<file path="src/rtl/depkt_pkg.sv">
`default_nettype none
// ============================================================================
// Module   : depkt_pkg
// Brief    : Shared constants and helpers for the UDP IQ depacketizer.
// Revision : 1.0
// ============================================================================
package depkt_pkg;

    localparam logic [2:0] S_IDLE    = 3'd0;
    localparam logic [2:0] S_HDR     = 3'd1;
    localparam logic [2:0] S_PAYLOAD = 3'd2;
    localparam logic [2:0] S_TRAIL   = 3'd3;
    localparam logic [2:0] S_DROP    = 3'd4;

    localparam logic [3:0] W_DMAC_HI = 4'd0;
    localparam logic [3:0] W_DMAC_LO = 4'd1;
    localparam logic [3:0] W_ETYPE   = 4'd3;
    localparam logic [3:0] W_IPVER   = 4'd4;
    localparam logic [3:0] W_PROTO   = 4'd6;
    localparam logic [3:0] W_DIP     = 4'd8;
    localparam logic [3:0] W_PORTS   = 4'd9;
    localparam logic [3:0] W_UDPLEN  = 4'd10;
    localparam logic [3:0] W_SEQ_LO  = 4'd11;
    localparam logic [3:0] W_SEQ_HI  = 4'd12;
    localparam logic [3:0] W_IQ0     = 4'd13;

    localparam logic [15:0] ETHERTYPE_IPV4    = 16'h0800;
    localparam logic [7:0]  IP_VER_IHL        = 8'h45;
    localparam logic [7:0]  PROTO_UDP         = 8'h11;
    localparam logic [15:0] UDP_HDR_PLUS_SEQ  = 16'd16;

    function automatic logic [13:0] iq_words_of(input logic [15:0] udplen);
        return 14'((udplen - UDP_HDR_PLUS_SEQ) >> 2);
    endfunction

    function automatic logic [31:0] bswap32(input logic [31:0] w);
        return {w[7:0], w[15:8], w[23:16], w[31:24]};
    endfunction

    // Wire order is {I lo, I hi, Q lo, Q hi}; the FIFO wants {I, Q}.
    function automatic logic [31:0] iq_unswap(input logic [31:0] w);
        return {w[23:16], w[31:24], w[7:0], w[15:8]};
    endfunction

endpackage
`default_nettype wire

</file>
<file path="src/rtl/depacketizer_if.sv">
`default_nettype none
// ============================================================================
// Module   : depacketizer_if
// Brief    : MAC RX stream plus sample-FIFO write port of the depacketizer.
// Revision : 1.0
// ============================================================================
interface depacketizer_if;
    logic [31:0] rx_data;
    logic        rx_sop;
    logic        rx_eop;
    logic        rx_err;
    logic        rx_dval;
    logic [1:0]  rx_mod;
    logic        rx_rdy;
    logic        wr_en;
    logic [31:0] wr_data;
    logic        wr_full;

    modport master (
        output rx_data, rx_sop, rx_eop, rx_err, rx_dval, rx_mod, wr_full,
        input  rx_rdy, wr_en, wr_data
    );

    modport slave (
        input  rx_data, rx_sop, rx_eop, rx_err, rx_dval, rx_mod, wr_full,
        output rx_rdy, wr_en, wr_data
    );
endinterface
`default_nettype wire

</file>
<file path="src/rtl/depkt_seq_check.sv">
`default_nettype none
// ============================================================================
// Module   : depkt_seq_check
// Brief    : Tracks the 64-bit frame sequence and counts missing frames.
// Revision : 1.0
// ============================================================================
module depkt_seq_check
    import depkt_pkg::*;
(
    input  wire logic        clk,
    input  wire logic        reset_n,
    input  wire logic [31:0] i_seq_lo,
    input  wire logic [31:0] i_seq_hi,
    input  wire logic        i_frame_ok,
    output logic      [31:0] o_lost_cnt
);

    logic [63:0] r_expected;
    logic        r_init;
    logic [31:0] r_lost;

    logic [63:0] w_seq;
    logic [63:0] w_gap;
    logic [64:0] w_sum;
    logic [31:0] w_lost_nxt;

    assign w_seq = {bswap32(i_seq_hi), bswap32(i_seq_lo)};
    assign w_gap = w_seq - r_expected;
    assign w_sum = {33'd0, r_lost} + {1'b0, w_gap};
    assign w_lost_nxt = (w_sum[64:32] != 33'd0) ? 32'hFFFF_FFFF : w_sum[31:0];

    // A backwards jump only resynchronises; the first frame only seeds.
    always_ff @(posedge clk) begin
        if (!reset_n) begin
            r_expected <= 64'd0;
            r_init     <= 1'b0;
            r_lost     <= 32'd0;
        end else if (i_frame_ok) begin
            r_expected <= w_seq + 64'd1;
            r_init     <= 1'b1;
            if (r_init && (w_seq > r_expected))
                r_lost <= w_lost_nxt;
        end
    end

    assign o_lost_cnt = r_lost;

endmodule
`default_nettype wire

</file>
<file path="src/rtl/depacketizer.sv">
`default_nettype none
// ============================================================================
// Module   : depacketizer
// Brief    : Validates Eth/IPv4/UDP frames and writes {I,Q} samples to FIFO.
//            Optional sequence-loss tracking when DEPKT_SEQ_CHECK_EN is defined.
// Revision : 1.0
// ============================================================================
module depacketizer
    import depkt_pkg::*;
#(
    parameter logic [47:0] LOCAL_MAC    = 48'h02_12_34_56_67_90,
    parameter logic [31:0] LOCAL_IP     = {8'd192, 8'd168, 8'd50, 8'd50},
    parameter logic [15:0] LOCAL_PORT   = 16'd32179,
    parameter bit          ACCEPT_BCAST = 1'b0
)(
    input  wire logic       clk,
    input  wire logic       reset_n,
    depacketizer_if.slave   bus,
    output logic     [31:0] frame_ok_cnt,
    output logic     [31:0] frame_drop_cnt,
    output logic     [31:0] lost_cnt
);

    logic [2:0]  r_state;
    logic [3:0]  r_w;
    logic [13:0] r_cnt;
    logic [13:0] r_iq_words;
    logic        r_bcast;
    logic        r_wr_en;
    logic [31:0] r_wr_data;
    logic [31:0] r_ok_cnt;
    logic [31:0] r_drop_cnt;

    logic        w_rdy;
    logic        w_beat;
    logic        w_w0_bcast;
    logic        w_w0_ok;
    logic        w_word_ok;
    logic        w_last;
    logic [2:0]  w_state_nxt;
    logic [3:0]  w_w_nxt;
    logic [13:0] w_cnt_nxt;
    logic        w_ok_inc;
    logic [1:0]  w_drop_inc;
    logic        w_wr;

    assign w_rdy  = reset_n & ~((r_state == S_PAYLOAD) & bus.wr_full);
    assign w_beat = bus.rx_dval & w_rdy;
    assign w_last = ((r_cnt + 14'd1) == r_iq_words);

    assign w_w0_bcast = ACCEPT_BCAST && (bus.rx_data[15:0] == 16'hFFFF);
    assign w_w0_ok    = (bus.rx_data[15:0] == LOCAL_MAC[47:32]) || w_w0_bcast;

    always_comb begin
        w_word_ok = 1'b1;
        case (r_w)
            W_DMAC_LO: w_word_ok = r_bcast ? (bus.rx_data == 32'hFFFF_FFFF)
                                           : (bus.rx_data == LOCAL_MAC[31:0]);
            W_ETYPE:   w_word_ok = (bus.rx_data[15:0] == ETHERTYPE_IPV4);
            W_IPVER:   w_word_ok = (bus.rx_data[31:24] == IP_VER_IHL);
            W_PROTO:   w_word_ok = (bus.rx_data[23:16] == PROTO_UDP);
            W_DIP:     w_word_ok = (bus.rx_data == LOCAL_IP);
            W_PORTS:   w_word_ok = (bus.rx_data[15:0] == LOCAL_PORT);
            W_UDPLEN:  w_word_ok = (bus.rx_data[31:16] >= UDP_HDR_PLUS_SEQ) &&
                                   (bus.rx_data[17:16] == 2'b00);
            default:   w_word_ok = 1'b1;
        endcase
    end

    always_comb begin
        w_state_nxt = r_state;
        w_w_nxt     = r_w;
        w_cnt_nxt   = r_cnt;
        w_ok_inc    = 1'b0;
        w_drop_inc  = 2'd0;
        w_wr        = 1'b0;
        if (w_beat) begin
            if (bus.rx_sop) begin
                // An sop anywhere aborts the frame in flight and restarts at word 0.
                if (r_state != S_IDLE)
                    w_drop_inc = 2'd1;
                w_w_nxt = 4'd1;
                if (bus.rx_eop) begin
                    w_drop_inc  = w_drop_inc + 2'd1;
                    w_state_nxt = S_IDLE;
                end else begin
                    w_state_nxt = w_w0_ok ? S_HDR : S_DROP;
                end
            end else begin
                case (r_state)
                    S_IDLE: ;
                    S_HDR: begin
                        if (!w_word_ok) begin
                            if (bus.rx_eop) begin
                                w_drop_inc  = 2'd1;
                                w_state_nxt = S_IDLE;
                            end else begin
                                w_state_nxt = S_DROP;
                            end
                        end else if (r_w == W_SEQ_HI) begin
                            w_cnt_nxt = 14'd0;
                            if (r_iq_words == 14'd0) begin
                                if (bus.rx_eop && bus.rx_err)
                                    w_drop_inc = 2'd1;
                                else
                                    w_ok_inc = 1'b1;
                                w_state_nxt = S_IDLE;
                            end else if (bus.rx_eop) begin
                                w_drop_inc  = 2'd1;
                                w_state_nxt = S_IDLE;
                            end else begin
                                w_state_nxt = S_PAYLOAD;
                            end
                        end else if (bus.rx_eop) begin
                            w_drop_inc  = 2'd1;
                            w_state_nxt = S_IDLE;
                        end else begin
                            w_w_nxt = r_w + 4'd1;
                        end
                    end
                    S_PAYLOAD: begin
                        w_wr      = 1'b1;
                        w_cnt_nxt = r_cnt + 14'd1;
                        if (bus.rx_eop) begin
                            if (w_last && !bus.rx_err)
                                w_ok_inc = 1'b1;
                            else
                                w_drop_inc = 2'd1;
                            w_state_nxt = S_IDLE;
                        end else if (w_last) begin
                            w_state_nxt = S_TRAIL;
                        end
                    end
                    S_TRAIL: begin
                        if (bus.rx_eop) begin
                            if (bus.rx_err)
                                w_drop_inc = 2'd1;
                            else
                                w_ok_inc = 1'b1;
                            w_state_nxt = S_IDLE;
                        end
                    end
                    S_DROP: begin
                        if (bus.rx_eop) begin
                            w_drop_inc  = 2'd1;
                            w_state_nxt = S_IDLE;
                        end
                    end
                    default: w_state_nxt = S_IDLE;
                endcase
            end
        end
    end

    always_ff @(posedge clk) begin
        if (!reset_n) begin
            r_state    <= S_IDLE;
            r_w        <= 4'd0;
            r_cnt      <= 14'd0;
            r_iq_words <= 14'd0;
            r_bcast    <= 1'b0;
            r_wr_en    <= 1'b0;
            r_wr_data  <= 32'd0;
            r_ok_cnt   <= 32'd0;
            r_drop_cnt <= 32'd0;
        end else begin
            r_state <= w_state_nxt;
            r_w     <= w_w_nxt;
            r_cnt   <= w_cnt_nxt;
            r_wr_en <= w_wr;
            if (w_beat && bus.rx_sop)
                r_bcast <= w_w0_bcast;
            if (w_beat && !bus.rx_sop && (r_state == S_HDR) && (r_w == W_UDPLEN))
                r_iq_words <= iq_words_of(bus.rx_data[31:16]);
            if (w_wr)
                r_wr_data <= iq_unswap(bus.rx_data);
            r_ok_cnt   <= r_ok_cnt + {31'd0, w_ok_inc};
            r_drop_cnt <= r_drop_cnt + {30'd0, w_drop_inc};
        end
    end

    assign bus.rx_rdy     = w_rdy;
    assign bus.wr_en      = r_wr_en;
    assign bus.wr_data    = r_wr_data;
    assign frame_ok_cnt   = r_ok_cnt;
    assign frame_drop_cnt = r_drop_cnt;

`ifdef DEPKT_SEQ_CHECK_EN
    logic [31:0] r_seq_lo;
    logic [31:0] r_seq_hi;
    logic [31:0] w_seq_hi;

    always_ff @(posedge clk) begin
        if (!reset_n) begin
            r_seq_lo <= 32'd0;
            r_seq_hi <= 32'd0;
        end else if (w_beat && !bus.rx_sop && (r_state == S_HDR)) begin
            if (r_w == W_SEQ_LO)
                r_seq_lo <= bus.rx_data;
            if (r_w == W_SEQ_HI)
                r_seq_hi <= bus.rx_data;
        end
    end

    // A frame with no IQ words completes on the seq-high beat itself.
    assign w_seq_hi = (r_state == S_HDR) ? bus.rx_data : r_seq_hi;

    depkt_seq_check u_seq_check (
        .clk        (clk),
        .reset_n    (reset_n),
        .i_seq_lo   (r_seq_lo),
        .i_seq_hi   (w_seq_hi),
        .i_frame_ok (w_ok_inc),
        .o_lost_cnt (lost_cnt)
    );
`else
    assign lost_cnt = 32'd0;
`endif

endmodule
`default_nettype wire

</file>
<file path="src/flat_wrapper.sv">
// flat-port wrapper written by rule: the top's interface ports become plain ports
module depacketizer_flat import depkt_pkg::*;
#(
    parameter logic [47:0] LOCAL_MAC    = 48'h02_12_34_56_67_90,
    parameter logic [31:0] LOCAL_IP     = {8'd192, 8'd168, 8'd50, 8'd50},
    parameter logic [15:0] LOCAL_PORT   = 16'd32179,
    parameter bit          ACCEPT_BCAST = 1'b0
)
  (clk, reset_n, frame_ok_cnt, frame_drop_cnt, lost_cnt, bus_rx_data, bus_rx_sop, bus_rx_eop, bus_rx_err, bus_rx_dval, bus_rx_mod, bus_wr_full, bus_rx_rdy, bus_wr_en, bus_wr_data);
  depacketizer_if bus_i ();
  input  wire logic clk;
  input  wire logic reset_n;
  output logic     [31:0] frame_ok_cnt;
  output logic     [31:0] frame_drop_cnt;
  output logic     [31:0] lost_cnt;
  input wire logic [$bits(bus_i.rx_data)-1:0] bus_rx_data;
  input wire logic [$bits(bus_i.rx_sop)-1:0] bus_rx_sop;
  input wire logic [$bits(bus_i.rx_eop)-1:0] bus_rx_eop;
  input wire logic [$bits(bus_i.rx_err)-1:0] bus_rx_err;
  input wire logic [$bits(bus_i.rx_dval)-1:0] bus_rx_dval;
  input wire logic [$bits(bus_i.rx_mod)-1:0] bus_rx_mod;
  input wire logic [$bits(bus_i.wr_full)-1:0] bus_wr_full;
  output wire logic [$bits(bus_i.rx_rdy)-1:0] bus_rx_rdy;
  output wire logic [$bits(bus_i.wr_en)-1:0] bus_wr_en;
  output wire logic [$bits(bus_i.wr_data)-1:0] bus_wr_data;
  assign bus_i.rx_data = bus_rx_data;
  assign bus_i.rx_sop = bus_rx_sop;
  assign bus_i.rx_eop = bus_rx_eop;
  assign bus_i.rx_err = bus_rx_err;
  assign bus_i.rx_dval = bus_rx_dval;
  assign bus_i.rx_mod = bus_rx_mod;
  assign bus_i.wr_full = bus_wr_full;
  assign bus_rx_rdy = bus_i.rx_rdy;
  assign bus_wr_en = bus_i.wr_en;
  assign bus_wr_data = bus_i.wr_data;
  depacketizer #(.LOCAL_MAC(LOCAL_MAC), .LOCAL_IP(LOCAL_IP), .LOCAL_PORT(LOCAL_PORT), .ACCEPT_BCAST(ACCEPT_BCAST)) u_core (.clk(clk), .reset_n(reset_n), .bus(bus_i), .frame_ok_cnt(frame_ok_cnt), .frame_drop_cnt(frame_drop_cnt), .lost_cnt(lost_cnt));
endmodule
</file>
<file path="config.mk">
export PLATFORM = sky130hd
export DESIGN_NAME = depacketizer_flat
export DESIGN_NICKNAME = d
export VERILOG_FILES = /design/src/rtl/depkt_pkg.sv /design/src/rtl/depacketizer_if.sv /design/src/rtl/depkt_seq_check.sv /design/src/rtl/depacketizer.sv /design/src/flat_wrapper.sv
export SDC_FILE = /design/constraint.sdc
export NUM_CORES = 1
export LEC_CHECK = 0
export ABC_AREA = 1
export BUFFER_PORTS_ARGS = -buffer_cell sky130_fd_sc_hd__buf_2
export CORE_MARGIN = 4
export CORE_UTILIZATION = 52
export CTS_BUF_LIST = sky130_fd_sc_hd__clkbuf_8
export CTS_CLUSTER_DIAMETER = 40
export DETAILED_ROUTE_END_ITERATION = 10
export PLACE_DENSITY = 0.89
export SYNTH_ARGS = -nofsm -noshare
export SYNTH_HDL_FRONTEND = slang
export SYNTH_HIERARCHICAL = 1
export SYNTH_SLANG_ARGS = --single-unit
</file>
<file path="constraint.sdc">
create_clock -name clk -period 4.5 [get_ports clk]
set_clock_uncertainty 0.1 [all_clocks]
set_input_delay 0.225 -clock clk [delete_from_list [all_inputs] [get_ports clk]]
set_output_delay 0.225 -clock clk [all_outputs]
set_load 0.01 [all_outputs]
</file>
**Word level (Yosys, flattened, before mapping)**

Index checks and enable logic that the tools add are counted.

- Reductions and logical operators: 19
- Multiplexer cells: 51
- Bitwise gates (word level): 5
- Equality and inequality tests: 26
- $lt $le $gt $ge: 1
- Add/sub/neg operators: 6

Operators with widths:

| operator | count |
|---|---|
| 32-bit by 1-bit adder with 32-bit output | 1 |
| 32-bit by 2-bit adder with 32-bit output | 1 |
| 32-bit by 30-bit equality test with 1-bit output (second input constant) | 1 |
| 32-bit equality test (second input constant) | 1 |
| 3-bit two-way mux | 10 |
| 14-bit two-way mux | 2 |
| 14-bit one-hot mux with 2 select lines | 1 |
| 2-bit two-way mux | 11 |
| 4-bit two-way mux | 5 |
| 1-bit two-way mux | 18 |
| 16-bit by 10-bit equality test with 1-bit output (second input constant) | 1 |
| 16-bit by 12-bit equality test with 1-bit output (second input constant) | 1 |
| 16-bit by 15-bit equality test with 1-bit output (second input constant) | 1 |
| 4-bit equality test (second input constant) | 4 |
| 16-bit by 5-bit >= comparator with 1-bit output (second input constant) | 1 |
| 16-bit by 5-bit subtractor with 16-bit output (second input constant) | 1 |
| 14-bit by 1-bit adder with 14-bit output (second input constant) | 1 |
| 14-bit equality test | 1 |
| 14-bit logical NOT | 1 |
| 3-bit one-hot mux with 4 select lines | 1 |
| 5-bit AND reduction | 2 |
| 4-bit by 3-bit equality test with 1-bit output (second input constant) | 2 |
| 8-bit by 5-bit equality test with 1-bit output (second input constant) | 1 |
| 8-bit by 7-bit equality test with 1-bit output (second input constant) | 1 |
| other kinds (23) | 38 |

- Logic and storage cells: 116
- Bits of input ports: 41
- Bits in registers: 132
- Output and inout port bits: 130

**Logic depth before layout (Yosys ltp)**

- Depth after elaboration: 11
- Gate-level depth with buffers: 35
- Depth with buffers taken out: 35

**Worst setup path before layout**

Ideal clock, no wire load.

- Path kind: register to register
- Start point: reg u_core.r_cnt[0]
- End point: reg u_core.r_drop_cnt[20], in the netlist u_core/frame_drop_cnt[20]
- Library setup time: 0.115 ns
- Required time: 4.285 ns
- Path buffers: 0
- Cell stages (with the launch flop): 32
- Clock period less this slack: 3.585 ns
- Data arrival time: 3.370 ns
- Slack: 0.915 ns
- Cell sequence: dfxtp_1 -> ha_1 -> nand2_2 -> nor2_1 -> nand3_1 -> xor3_1 -> nand3_1 -> nor2_1 -> nand2_1 -> nand2_1 -> nand2_1 -> nand2_1 -> nand2_1 -> nand2_1 -> nand2_1 -> ha_1 -> inv_1 -> fa_1 -> nor2_1 -> nand2_1 -> inv_2 -> nand2_1 -> nor2_2 -> nand2_1 -> inv_2 -> nand2_1 -> nor2_1 -> nand2_1 -> nor3b_2 -> nand3_1 -> nand2_1 -> nor2_1

- Word-level cells in the longest chain between the ends: 9

RTL lines:

| what | line | source |
|---|---|---|
| start: declaration | depacketizer.sv:26 | `logic [13:0] r_cnt;` |
| start signal: assignment | depacketizer.sv:169 | `r_cnt <= w_cnt_nxt;` |
| 14-bit by 1-bit adder with 14-bit output | depacketizer.sv:49 | `assign w_last = ((r_cnt + 14'd1) == r_iq_words);` |
| 14-bit equality test | depacketizer.sv:49 |  |
| 1-bit logical AND | depacketizer.sv:125 | `if (w_last && !bus.rx_err)` |
| 1-bit two-way mux | depacketizer.sv:125 |  |
| 2-bit two-way mux | depacketizer.sv:124 | `if (bus.rx_eop) begin` |
| 2-bit one-hot mux with 4 select lines | depacketizer.sv:90 | `case (r_state)` |
| 2-bit two-way mux | depacketizer.sv:78 | `if (bus.rx_sop) begin` |
| 2-bit two-way mux | depacketizer.sv:77 | `if (w_beat) begin` |
| 32-bit by 2-bit adder with 32-bit output | depacketizer.sv:178 | `r_drop_cnt <= r_drop_cnt + {30'd0, w_drop_inc};` |
| end signal: assignment | depacketizer.sv:178 |  |
| end: declaration | depacketizer.sv:32 | `logic [31:0] r_drop_cnt;` |

No other way between the ends.
A chain may end at the register's enable or synchronous reset.

**Worst setup path in the final report**

- Start point: reg u_core.r_cnt[2]
- End point: reg u_core.r_drop_cnt[28], in the netlist u_core/frame_drop_cnt[28]

Same word-level chain as after synthesis.

==> flow_summary.json <==
{
  "cp_data_required_time_ns": 4.74,
  "rows": 43,
  "fp.dieH_um": 127,
  "grt.overflow.total": 0,
  "cap_violations": 0,
  "gp_congestion": 0.892,
  "setup_violations": 0,
  "grt_usage": 0.239,
  "postLayoutCoreUtil": 0.629,
  "maxSlewHeadroom": 0.457,
  "worstSetupPathType": "flip-flop to flip-flop",
  "synth_commonest_cells": "188 x nand2_1, 146 x nor2_1, 132 x dfxtp_1",
  "antenna_found_initial": 0,
  "synth_area_leader_cell": "dfxtp_1",
  "ys_ff_latch": 132,
  "clock_sinks": 132,
  "grt_pass1_wl_mm": 32.4,
  "r2r_cells": 32,
  "cp_common_cell": "nand2_1",
  "start_kind": "flip-flop",
  "synth_most_common_cell": "nand2_1",
  "core-area_um2": 13800,
  "io_buffers": 136,
  "fmax_ghz": 0.247,
  "p_total_mw": 2.50,
  "via_per_inst": 5.34,
  "grt_max_degree": 83,
  "tightest_slew_ns": 0.814,
  "vias": 7604,
  "drv_slew": 0,
  "drtIter0Drc": 588,
  "yosysSeqAreaShare": 0.361,
  "firstDrtPassIters": 6,
  "insertion_delay_ns": 0.44,
  "synth.distinct_cells": 47,
  "critPathSlowestCell": "dfxtp_1",
  "die_area_um2": 16100,
  "synth_area_leaders": "dfxtp_1 36%, nand2_1 9.6%, nor2_1 7.5%",
  "crit_arrival_ns": 4.29,
  "synthArstFlopShare": 0,
  "final_nets": 1287,
  "cts_buffers": 17,
  "top_layer_used": "met4",
  "critPathMaxStageDelay_ns": 0.44,
  "area_growth_pct": 18.7,
  "drive_above_1_share": 0.177,
  "wl_met3_mm": 1.53,
  "max-vdd-ir-drop_v": 0.000259,
  "period_needed_ns": 4.05,
  "syn_area_um2": 7330,
  "io_pins": 171,
  "crit_fanout": 5,
  "status": "finished, final reports clean",
  "rrSetupSlack_ns": 0.45,
  "drcViolationCount": 0,
  "p_leak_nw": 3.90,
  "fp.dieW_um": 127,
  "avgSynthCellArea_um2": 6.82,
  "wl_met1_mm": 8.46,
  "hold-path-endpoint": "u_core/bus.wr_data[29]$_SDFFE_PN0P_",
  "wirelength_mm": 19.7,
  "place_ws_ns": 0.379,
  "cts_tree": "built",
  "synth_flop_cell": "dfxtp_1",
  "wl_per_cell_um": 13.8,
  "postRouteAntennaNets": 0,
  "dp.final_hpwl_mm": 13.7,
  "clock_path_buffers": 2,
  "r2r-end": "u_core/frame_drop_cnt[28]$_SDFF_PN0_",
  "min_path_cells": 3,
  "grt_pass1_vias": 7054,
  "htreeDepth": 4,
  "synth_top_area_frac": 0.361,
  "end_kind": "flip-flop",
  "cts_root_buf": "clkbuf_8",
  "synthCells": 1074,
  "cts.clk_slew.worst_paths_ns": 0.08,
  "power_per_cell_area_nw_per_um2": 287,
  "hp-class": "input pin to flip-flop",
  "hold_viol": 0,
  "routed-wl-met2_mm": 9.22,
  "r2r_start": "u_core/r_cnt[2]$_SDFFE_PN0P_",
  "fin_ws_ns": 0.453,
  "worstHoldStart": "bus_rx_data[21]",
  "synth_edf_count": 0,
  "post-route-period-util": 0.899,
  "synth_warnings": 6,
  "start_util": 0.530
}
final cells by class:
type | count | area, um2
diodes | 1 | 2.50
flip-flops and latches | 132 | 2650
well taps | 180 | 225
repair buffers | 163 | 943
multi-input cells | 778 | 3930
clock inverters | 14 | 186
clock buffers | 17 | 234
inverters | 140 | 528
fillers | 1233 | 5130
state kept, by name (all words and copies together), names as in the netlist:
signal and cells:
u_core/bus.wr_data 32, u_core/r_state 3, u_core/r_w 4, u_core/frame_drop_cnt 32
u_core/r_iq_words 14, u_core/r_cnt 14, u_core/bus.wr_en 1, u_core/frame_ok_cnt 32
what timing repair did:
item	4_1_cts	5_1_grt
gates resized for setup	0	11
setup endpoints to repair	0	7
hold buffers	24	0
setup buffers	0	1
hold endpoints to repair	26	0
per-layer routing:
metal | global-route usage | up-vias
li1 | - | 3775
met1 | 0.299 | 3455
met2 | 0.396 | 320
met3 | 0.0632 | 54
met4 | 0.0909 | 0
met5 | 0 | -
how the worst max path moves through the flow:
stage | start | end | slack (ns) | depth (start not counted)
2_1_floorplan | u_core/r_cnt[0]$_SDFFE_PN0P_ | u_core/frame_drop_cnt[20]$_SDFF_PN0_ | 0.92 | 31
3_3_place_gp | u_core/r_cnt[0]$_SDFFE_PN0P_ | u_core/frame_drop_cnt[20]$_SDFF_PN0_ | 0.52 | 31
3_5_place_dp | u_core/r_cnt[0]$_SDFFE_PN0P_ | u_core/frame_drop_cnt[28]$_SDFF_PN0_ | 0.38 | 30
4_1_cts | u_core/r_cnt[0]$_SDFFE_PN0P_ | u_core/frame_drop_cnt[28]$_SDFF_PN0_ | 0.33 | 30
5_1_grt | u_core/r_cnt[0]$_SDFFE_PN0P_ | u_core/frame_drop_cnt[20]$_SDFF_PN0_ | -0.03 | 34
6_report | u_core/r_cnt[2]$_SDFFE_PN0P_ | u_core/frame_drop_cnt[28]$_SDFF_PN0_ | 0.45 | 32
worst max-delay path: cells and delay by family (launching register included):
kind	cells	cell delay, ns
DFF	1	0.44
buffers and inverters	5	0.37
and+or+nand+nor	23	2.23
adders and majority gates	2	0.58
AOI/OAI and AO/OA	2	0.22
where the power goes:
| group | internal [mW] | switching [mW] |
|---|---|---|
| clock | 0.599 | 0.481 |
| combinational | 0.0754 | 0.148 |
| sequential | 1.18 | 0.0113 |
| total | 1.86 | 0.640 |
layout by cell type (no fill, tap or decap), drive strengths merged, types with 7 or more instances in the layout:
cell and instances:
a211oi 7, a21oi 81, a31oi 8, buf 139
clkbuf 17, conb 32, dfxtp 132, dlygate4sd3 24
ha 13, inv 143, nand2 192, nand3 75
nand4 21, nor2 158, nor3 47, nor3b 7
nor4 7, o21ai 88, xnor2 7, xor2 13
per-stage QoR:
step / TNS, ns / cell area [um2] / instances / hold slack [ns]
2_1_floorplan: 0 / 7440 / 1105 / 0.260
3_3_place_gp: 0 / 8000 / 1368 / 0.355
3_5_place_dp: 0 / 8000 / 1368 / 0.371
4_1_cts: 0 / 8660 / 1423 / 0.00101
5_1_grt: -0.0254 / 8700 / 1424 / 0.0342
6_report: 0 / 8700 / 1425 / 0.0318
logic make-up after synthesis:
logic type,after synthesis,synth area share
flip-flops,132,0.361
other,1,0.000512
AO/OA/AOI/OAI,194,0.145
adder cells (fa/ha/maj),14,0.0249
buffers and inverters,195,0.122
AND/OR/NAND/NOR,517,0.319
XOR/XNOR,21,0.0271
No activity file was read; power rests on OpenSTA's default activity.
